<file path="config.mk">
export PLATFORM = sky130hd
export DESIGN_NAME = keypad_scan_ctrl
export DESIGN_NICKNAME = d
export VERILOG_FILES = /design/src/rtl/keypad_pkg.sv /design/src/rtl/keypad_debounce.sv /design/src/rtl/keypad_scan_ctrl.sv
export SDC_FILE = /design/constraint.sdc
export NUM_CORES = 1
export LEC_CHECK = 0
export BUFFER_PORTS_ARGS = -buffer_cell sky130_fd_sc_hd__buf_2
export CORE_MARGIN = 5
export CORE_UTILIZATION = 35
export DETAILED_ROUTE_END_ITERATION = 10
export PLACE_DENSITY = 0.46
export SLEW_MARGIN = 20
export SYNTH_ARGS = -nofsm -noshare
export SYNTH_HDL_FRONTEND = slang
export SYNTH_SLANG_ARGS = --single-unit
export TNS_END_PERCENT = 30
</file>
<file path="constraint.sdc">
create_clock -name clk -period 30.2 [get_ports clk]
set_input_delay 1.51 -clock clk [delete_from_list [all_inputs] [get_ports clk]]
set_output_delay 1.51 -clock clk [all_outputs]
set_load 0.01 [all_outputs]
</file>
<file path="src/rtl/keypad_pkg.sv">
// Shared sizes, key-vector type and FSM states for the 4x4 keypad scanner.
package keypad_pkg;
    localparam int N_ROWS = 4;
    localparam int N_COLS = 4;
    localparam int N_KEYS = N_ROWS * N_COLS;

    typedef logic [N_KEYS-1:0] key_vec_t;

    typedef enum logic [1:0] {
        IDLE    = 2'd0,
        PRESSED = 2'd1,
        LOCKED  = 2'd2
    } kp_state_t;
endpackage

</file>
<file path="src/rtl/keypad_debounce.sv">
// Whole-matrix debouncer: a snapshot is accepted once it has repeated
// DEBOUNCE_SCANS times in a row; deb_upd pulses in the cycle deb is loaded.
module keypad_debounce
    import keypad_pkg::*;
#(
    parameter int DEBOUNCE_SCANS = 4
) (
    input  logic     clk,
    input  logic     rst_n,
    input  key_vec_t snap,
    input  logic     snap_done,
    output key_vec_t deb,
    output logic     deb_upd
);
    localparam logic [3:0] CNT_MAX = 4'(DEBOUNCE_SCANS);

    key_vec_t   prev_reg;
    key_vec_t   deb_reg;
    logic [3:0] stable_cnt_reg;
    logic [3:0] stable_cnt_next;
    logic       deb_upd_reg;

    always_comb begin
        stable_cnt_next = '0;
        if (snap == prev_reg) begin
            stable_cnt_next = (stable_cnt_reg == CNT_MAX) ? stable_cnt_reg
                                                          : stable_cnt_reg + 4'd1;
        end
    end

    always_ff @(posedge clk) begin
        if (!rst_n) begin
            prev_reg       <= '0;
            deb_reg        <= '0;
            stable_cnt_reg <= '0;
            deb_upd_reg    <= 1'b0;
        end else begin
            deb_upd_reg <= 1'b0;
            if (snap_done) begin
                prev_reg       <= snap;
                stable_cnt_reg <= stable_cnt_next;
                // Load only on the transition into saturation, never while saturated.
                if (stable_cnt_next == CNT_MAX && stable_cnt_reg != CNT_MAX) begin
                    deb_reg     <= snap;
                    deb_upd_reg <= 1'b1;
                end
            end
        end
    end

    assign deb     = deb_reg;
    assign deb_upd = deb_upd_reg;
endmodule

</file>
<file path="src/rtl/keypad_scan_ctrl.sv">
// 4x4 keypad scanner: column drive, synchronised row sampling, debounce and a
// single-key press/release FSM with multi-key lockout.
module keypad_scan_ctrl
    import keypad_pkg::*;
#(
    parameter int SCAN_DIV       = 1000,
    parameter int DEBOUNCE_SCANS = 4
) (
    input  logic        clk,
    input  logic        rst_n,
    input  logic [3:0]  row_in,
    output logic [3:0]  col_out,
    output logic [3:0]  key_code,
    output logic        key_valid,
    output logic        key_held,
    output logic        key_release
);
    localparam logic [15:0] DWELL_LAST = 16'(SCAN_DIV - 1);

    logic [N_ROWS-1:0] row_meta_reg;
    logic [N_ROWS-1:0] row_sync_reg;
    logic [15:0]       dwell_reg;
    logic [1:0]        col_reg;
    logic              dwell_end;
    key_vec_t          snap_reg;
    key_vec_t          snap_next;
    logic              snap_done_reg;

    key_vec_t          deb;
    logic              deb_upd;

    kp_state_t         state_reg;
    logic [3:0]        key_code_reg;
    logic              key_valid_reg;
    logic              key_held_reg;
    logic              key_release_reg;

    logic [3:0]        enc_idx;
    logic [4:0]        bit_cnt;
    logic              deb_onehot;
    logic              deb_zero;
    key_vec_t          held_vec;

    assign dwell_end = (dwell_reg == DWELL_LAST);
    assign col_out   = ~(4'b0001 << col_reg);

    // Each key bit captures its row only in the last dwell cycle of its column.
    for (genvar gi = 0; gi < N_KEYS; gi++) begin : g_snap
        assign snap_next[gi] = (dwell_end && col_reg == 2'(gi % N_COLS))
                               ? ~row_sync_reg[gi / N_COLS] : snap_reg[gi];
    end

    always_ff @(posedge clk) begin
        if (!rst_n) begin
            row_meta_reg  <= '0;
            row_sync_reg  <= '0;
            dwell_reg     <= '0;
            col_reg       <= '0;
            snap_reg      <= '0;
            snap_done_reg <= 1'b0;
        end else begin
            row_meta_reg  <= row_in;
            row_sync_reg  <= row_meta_reg;
            snap_reg      <= snap_next;
            snap_done_reg <= dwell_end && (col_reg == 2'd3);
            if (dwell_end) begin
                dwell_reg <= '0;
                col_reg   <= col_reg + 2'd1;
            end else begin
                dwell_reg <= dwell_reg + 16'd1;
            end
        end
    end

    keypad_debounce #(
        .DEBOUNCE_SCANS (DEBOUNCE_SCANS)
    ) u_debounce (
        .clk       (clk),
        .rst_n     (rst_n),
        .snap      (snap_reg),
        .snap_done (snap_done_reg),
        .deb       (deb),
        .deb_upd   (deb_upd)
    );

    always_comb begin
        enc_idx = '0;
        bit_cnt = '0;
        for (int i = 0; i < N_KEYS; i++) begin
            if (deb[i]) begin
                enc_idx = 4'(i);
                bit_cnt = bit_cnt + 5'd1;
            end
        end
    end

    assign deb_onehot = (bit_cnt == 5'd1);
    assign deb_zero   = (deb == '0);
    assign held_vec   = key_vec_t'(1) << key_code_reg;

    always_ff @(posedge clk) begin
        if (!rst_n) begin
            state_reg       <= IDLE;
            key_code_reg    <= '0;
            key_valid_reg   <= 1'b0;
            key_held_reg    <= 1'b0;
            key_release_reg <= 1'b0;
        end else begin
            key_valid_reg   <= 1'b0;
            key_release_reg <= 1'b0;
            if (deb_upd) begin
                case (state_reg)
                    IDLE: begin
                        if (deb_onehot) begin
                            state_reg     <= PRESSED;
                            key_code_reg  <= enc_idx;
                            key_valid_reg <= 1'b1;
                            key_held_reg  <= 1'b1;
                        end else if (!deb_zero) begin
                            state_reg <= LOCKED;
                        end
                    end
                    PRESSED: begin
                        if (deb_zero) begin
                            state_reg       <= IDLE;
                            key_release_reg <= 1'b1;
                            key_held_reg    <= 1'b0;
                        end else if (deb != held_vec) begin
                            state_reg    <= LOCKED;
                            key_held_reg <= 1'b0;
                        end
                    end
                    LOCKED: begin
                        if (deb_zero) begin
                            state_reg       <= IDLE;
                            key_release_reg <= 1'b1;
                        end
                    end
                    default: begin
                        state_reg    <= IDLE;
                        key_held_reg <= 1'b0;
                    end
                endcase
            end
        end
    end

    assign key_code    = key_code_reg;
    assign key_valid   = key_valid_reg;
    assign key_held    = key_held_reg;
    assign key_release = key_release_reg;
endmodule
</file>
# Yosys cells after proc, flatten, opt, wreduce, memory -nomap -nowiden
# Cells that the tools add are included.
classes:
  shifts: 2
  n_bitwise: 7
  addsub: 18
  reduce_logical: 17
  n_mux: 46
  eq_ne: 16
ops:
  columns: ["cell", "count"]
  rows:
  - ["$add 5x1->5 const B", 15]
  - ["$mux 5", 15]
  - ["$mux 4", 16]
  - ["$add 16x1->16 const B", 1]
  - ["$eq 16x10->1 const B", 1]
  - ["$eq 16x16->1", 1]
  - ["$logic_not 16->1", 1]
  - ["$ne 16x16->1", 1]
  - ["$shl 1x4->16 const A", 1]
  - ["$mux 2", 5]
  - ["$reduce_and 3->1", 3]
  - ["$eq 4x3->1 const B", 2]
  - ["$mux 1", 8]
  - ["$reduce_and 4->1", 2]
  - ["$eq 2x2->1 const B", 3]
  - ["$ne 3x3->1 const B", 2]
  - ["$not 1->1", 6]
  - ["$pmux 2 s3", 1]
  - ["$eq 5x1->1 const B", 1]
  - ["$logic_and 1x1->1", 5]
  - ["$add 4x1->4 const B", 1]
  - ["$eq 2x1->1 const B", 2]
  - ["$logic_not 2->1", 2]
  - ["$ne 2x2->1 const B", 2]
  - ["other kinds (7)", 9]
totals:
  register_bits: 89
  elab_cells: 124
  in_bits: 6

# Logic depth before layout (Yosys ltp)
logic_depth:
  depth_word: 34
  mapped_depth: 51
  mapped_depth_nobuf: 51

# Cells and area by module
# A second synthesis with hierarchy kept.
hier_totals:
  cells_unflattened: 688
  area_unflattened_um2: 5845.6
by_module_without_submodules:
  columns: ["module", "seq_area_each_um2", "instances", "area_each_um2", "cells_each"]
  rows:
  - ["keypad_scan_ctrl", 1041.0, 1, 4137.7, 511]
  - ["keypad_debounce", 740.7, 1, 1707.9, 177]

# Worst setup path before layout
# OpenSTA, ideal clock, no wires.
synth_path:
  kind: "reg2reg"
  startpoint: "reg u_debounce.deb_reg[1], in the netlist u_debounce.deb[1]"
  endpoint: "reg key_code_reg[0], in the netlist key_code[0]"
  slack_ns: 20.496
  path_buffers: 0
  synth_period_minus_slack_ns: 9.704
  stages_incl_launch_ff: 51
  arrival_time_ns: 9.632
  t_required_ns: 30.128
  path_cell_list: "dfxtp_1 > inv_1 > ha_1 > xor2_1 > ha_1 > nand2_1 > o31ai_1 > ha_1 > inv_1 > a21oi_1 > ha_1 > nand2_1 > o41ai_2 > or2_2 > ha_1 > mux2_2 > ha_1 > nand2b_1 > [... 15 more ...] > ha_1 > nand2b_1 > o21a_1 > ha_1 > nand2_1 > nand2_1 > o31a_1 > ha_1 > mux2_2 > ha_1 > xor3_1 > nor3_1 > o31ai_1 > a221oi_1 > o211ai_1 > mux2_4 > nor3_4 > mux2i_1"
synth_between:
  elab_chain_len: 31
  word_cells_on_any_way: 46
  cone_classes: "add/sub: 14; eq/ne: 1; mux: 30; reduce/logical: 1"
synth_rtl:
  columns: ["element", "line_no", "rtl"]
  rows:
  - ["start, declared", "keypad_debounce.sv:18", "key_vec_t deb_reg;"]
  - ["start signal, assigned", "keypad_debounce.sv:44", "deb_reg <= snap;"]
  - ["$mux 5", "keypad_scan_ctrl.sv:90", "if (deb[i]) begin"]
  - ["$add 5x1->5", "keypad_scan_ctrl.sv:92", "bit_cnt = bit_cnt + 5'd1;"]
  - ["$mux 5", "keypad_scan_ctrl.sv:90", null]
  - ["$add 5x1->5", "keypad_scan_ctrl.sv:92", null]
  - ["$mux 5", "keypad_scan_ctrl.sv:90", null]
  - ["$add 5x1->5", "keypad_scan_ctrl.sv:92", null]
  - ["$mux 5", "keypad_scan_ctrl.sv:90", null]
  - ["$add 5x1->5", "keypad_scan_ctrl.sv:92", null]
  - ["[... 15 more ...]", null, null]
  - ["$add 5x1->5", "keypad_scan_ctrl.sv:92", null]
  - ["$mux 5", "keypad_scan_ctrl.sv:90", null]
  - ["$add 5x1->5", "keypad_scan_ctrl.sv:92", null]
  - ["$mux 5", "keypad_scan_ctrl.sv:90", null]
  - ["$add 5x1->5", "keypad_scan_ctrl.sv:92", null]
  - ["$mux 5", "keypad_scan_ctrl.sv:90", null]
  - ["$eq 5x1->1", "keypad_scan_ctrl.sv:97", "assign deb_onehot = (bit_cnt == 5'd1);"]
  - ["$reduce_and 3->1 (no source line)", null, null]
  - ["end signal, assigned", "keypad_scan_ctrl.sv:116", "key_code_reg <= enc_idx;"]
  - ["end, declared", "keypad_scan_ctrl.sv:33", "logic [3:0] key_code_reg;"]
# Several ways; a longest one is shown, not always the timed one.
# A chain may end at the register's enable or synchronous reset.

# Worst setup path after layout
layout_path:
  startpoint: "reg u_debounce.deb_reg[1], in the netlist u_debounce.deb[1]"
  endpoint: "reg key_code_reg[2], in the netlist key_code[2]"
layout_between:
  elab_chain_len: 31
layout_rtl:
  columns: ["element", "line_no"]
  rows:
  - ["$mux 5 (*)", "keypad_scan_ctrl.sv:90"]
  - ["$add 5x1->5", "keypad_scan_ctrl.sv:92"]
  - ["$mux 5 (*)", "keypad_scan_ctrl.sv:90"]
  - ["$add 5x1->5", "keypad_scan_ctrl.sv:92"]
  - ["$mux 5 (*)", "keypad_scan_ctrl.sv:90"]
  - ["$add 5x1->5", "keypad_scan_ctrl.sv:92"]
  - ["$mux 5 (*)", "keypad_scan_ctrl.sv:90"]
  - ["$add 5x1->5", "keypad_scan_ctrl.sv:92"]
  - ["[... 15 more ...]", null]
  - ["$add 5x1->5", "keypad_scan_ctrl.sv:92"]
  - ["$mux 5 (*)", "keypad_scan_ctrl.sv:90"]
  - ["$add 5x1->5", "keypad_scan_ctrl.sv:92"]
  - ["$mux 5 (*)", "keypad_scan_ctrl.sv:90"]
  - ["$add 5x1->5", "keypad_scan_ctrl.sv:92"]
  - ["$mux 5 (*)", "keypad_scan_ctrl.sv:90"]
  - ["$eq 5x1->1 (*)", "keypad_scan_ctrl.sv:97"]
  - ["$reduce_and 3->1 (no source line) (*)", null]
# Every way passes the cells marked *; elsewhere a longest branch is shown, timed or not.

==> reports/results.ini <==
[run_status]
status=completed

[setup_path]
required_ns=30.46
crit_top_cell=ha_1
path_max_fanout=7
crit_type=flop to flop
arrival_ns=10.99
endpoint_kind=flop
critPathLaunch=u_debounce.deb[1]
critPathLaunchType=flop
r2r_start=u_debounce.deb[1]
worst_path_max_delay_cell=a221oi_1
cpPeakStageDelay_ns=0.48

[global_route]
grt_pass1_wl_mm=23.2
overflow=0
gr-usage-all-layers_pct=14.1
antenna_found_initial=0
grt_max_degree=46
grt_pass1_vias=4588

[route]
wl_per_cell_um=14.8
via_per_inst=5.24
drt_iter0_drc=201
wirelength_mm=13.7
vias=4865
dr.pass1.iters=5
drc=0
ant_nets=0

[floorplan]
rows=47
ioPinCount=17
die_area_mm2=0.0195
die_w_um=140
dieHeight_um=140
start_util_pct=35.6
core_mm2=0.0165

[power]
leakagePower_uw=0.00232
max-vdd-ir-drop_mv=0.0321
p_clk_share_pct=45.8
p_sw_uw=49.6
swShare_pct=22.0
p_comb_share_pct=1.5
pwr-share-seq_pct=52.8
internal_power_uw=176
powerDensity_mw_per_mm2=35.0

[cts]
clockBufferDepth=2
htree_num_levels=3
hold_buffers=0
tritoncts=built
cts.sinks=89
root_buffer=clkbuf_16
ctsResizeCount=0
clk_pin_slew_ns=0.06
clock_latency_ns=0.33
numCtsBuffers=9
cts_setup_buffers=0

[timing]
fin_tns_setup_ns=0
final-max-slew-violation-count=0
setup_viol=0
max_slew_margin_pct=34.8
fin_skew_ns=0.00889
tightest_slew_ns=0.978
max_freq_mhz=93.2
period_share_pct=35.5
period_needed_ns=10.73
rsz0062_at_grt=false
final-hold-violation-count=0

[hold_path]
hold_path_class=flop to flop
min-delay-start=row_meta_reg[0]

[synth]
synth_edf_count=0
syn_inst=708
syn-cell-area_mm2=0.00589
yosysSeqAreaShare_pct=30.3
synth_cell_type_count=71
syn-mean-instance-area_um2=8.31
ys_ff_latch=89
syn-num-nets=739
yosys_most_used_dff=dfxtp_1
async_flop_share_pct=0
ys_warn_count=0

[cells_and_area]
fin_nets=734
drive_gt1_share_pct=7.34
syn_to_final_growth_pct=9.16
postLayoutCoreUtil_pct=38.9
fin_cells=928
antennaDiodeCount=0

[place]
placedCellCount=912
gp_congestion=0.771
io_buffers=16
dp_hpwl_mm=10.3

[job]
max-cap-violations=0

placed cells by master (no fill, tap or decap), drive strengths merged, types with 5 or more instances in the layout:
master / synthesis / final
a211oi: 20 / 20
a21oi: 15 / 15
and2: 14 / 14
and3: 12 / 12
buf: 3 / 22
clkbuf: 35 / 9
clkinv: 2 / 7
dfxtp: 89 / 89
ha: 25 / 25
inv: 30 / 31
mux2i: 40 / 40
nand2: 54 / 54
nand2b: 9 / 9
nand3: 26 / 26
nand4: 11 / 11
nor2: 106 / 106
nor3: 11 / 11
nor4: 17 / 17
nor4b: 5 / 5
nor4bb: 5 / 5
o21ai: 23 / 23
o22ai: 6 / 6
o31ai: 6 / 6
or2: 6 / 6
xnor2: 50 / 50
xnor3: 7 / 7
xor2: 22 / 22
layout make-up:
cell class | count | area (um^2)
sequential | 89 | 1780
clock buffer | 9 | 225
inverter | 32 | 121
fill | 1740 | 10100
clock inverter | 7 | 56.3
tap | 220 | 275
multi-input combinational | 549 | 3840
timing repair buffer | 22 | 125
per-stage QoR:
| stage | hold slack [ns] | area, um^2 | power, uW | worst slack (ns) |
|---|---|---|---|---|
| 6_report | 0.434 | 6430 | 225 | 19.47 |
| 3_3_place_gp | 0.417 | 6140 | 125 | 19.78 |
| 3_5_place_dp | 0.420 | 6140 | 125 | 19.50 |
| 2_1_floorplan | 0.412 | 5890 | 124 | 20.50 |
| 4_1_cts | 0.437 | 6430 | 229 | 19.45 |
| 5_1_grt | 0.462 | 6430 | 236 | 18.68 |
power groups by stage:
stage          sequential [uW]  combinational [uW]  clock (uW)
2_1_floorplan              121                2.54           0
3_3_place_gp               121                3.42           0
3_5_place_dp               121                3.46           0
4_1_cts                    119                3.46         107
5_1_grt                    119                3.89         113
6_report                   119                3.33         103
worst max-delay path, delay by kind of cell, from the launching register on:
family / cells / cell delay (ns)
compound gates: 14 / 2.41
simple gates: 13 / 1.80
fa+ha+maj: 14 / 4.15
buf+inv: 3 / 0.24
mux: 4 / 1.09
flops: 1 / 0.39
xor+xnor: 2 / 0.56
worst paths after layout:
check / end / slack (ns) / depth (start not counted)
worst max-delay path: key_code[2] / 19.47 / 50
worst min-delay path: row_sync_reg[0] / 0.43 / 1
worst max register to register: key_code[2] / 19.47 / 50
worst min register to register: row_sync_reg[0] / 0.43 / 1
synthesized netlist by cell type (5+ instances only):
master    count  area share [%]
xnor2_1      48             7.1
and3_1       11             1.2
nand3_1      26             2.2
o31ai_1       6            0.77
a211oi_1     20             2.6
nor4_1       17             1.8
nand2_1      54             3.4
a21oi_1      15             1.3
nand2b_1      9            0.96
mux2i_1      40             6.8
nor2_1      106             6.8
xnor3_1       7             2.7
o22ai_1       6            0.64
nor3_1       10            0.85
inv_1        30             1.9
clkbuf_1     35             2.2
ha_1         25             5.3
nor4bb_1      5            0.85
dfxtp_1      89              30
nand4_1      11             1.2
xor2_1       22             3.3
nor4b_1       5            0.74
o21ai_0      22             1.9
and2_1       13             1.4
kinds of logic (layout without fill, tap and decap cells):
family / count (synthesis) / after routing / share of synthesized area (%)
fa+ha+maj: 25 / 25 / 5.31
simple gates: 289 / 289 / 24.3
buf+inv: 70 / 70 / 4.48
mux: 43 / 43 / 7.44
compound gates: 109 / 109 / 13.0
xor+xnor: 83 / 83 / 15.3
flops: 89 / 89 / 30.3
per-layer routing:
layer	track usage, %	vias to the layer above	wire length, um
met2	23.8	82	6600
met4	4.23	0	221
met5	0	-	0
met3	1.68	17	376
li1	-	2493	-
met1	19.0	2273	6530
Note: power is estimated with default switching activity, not from simulation.
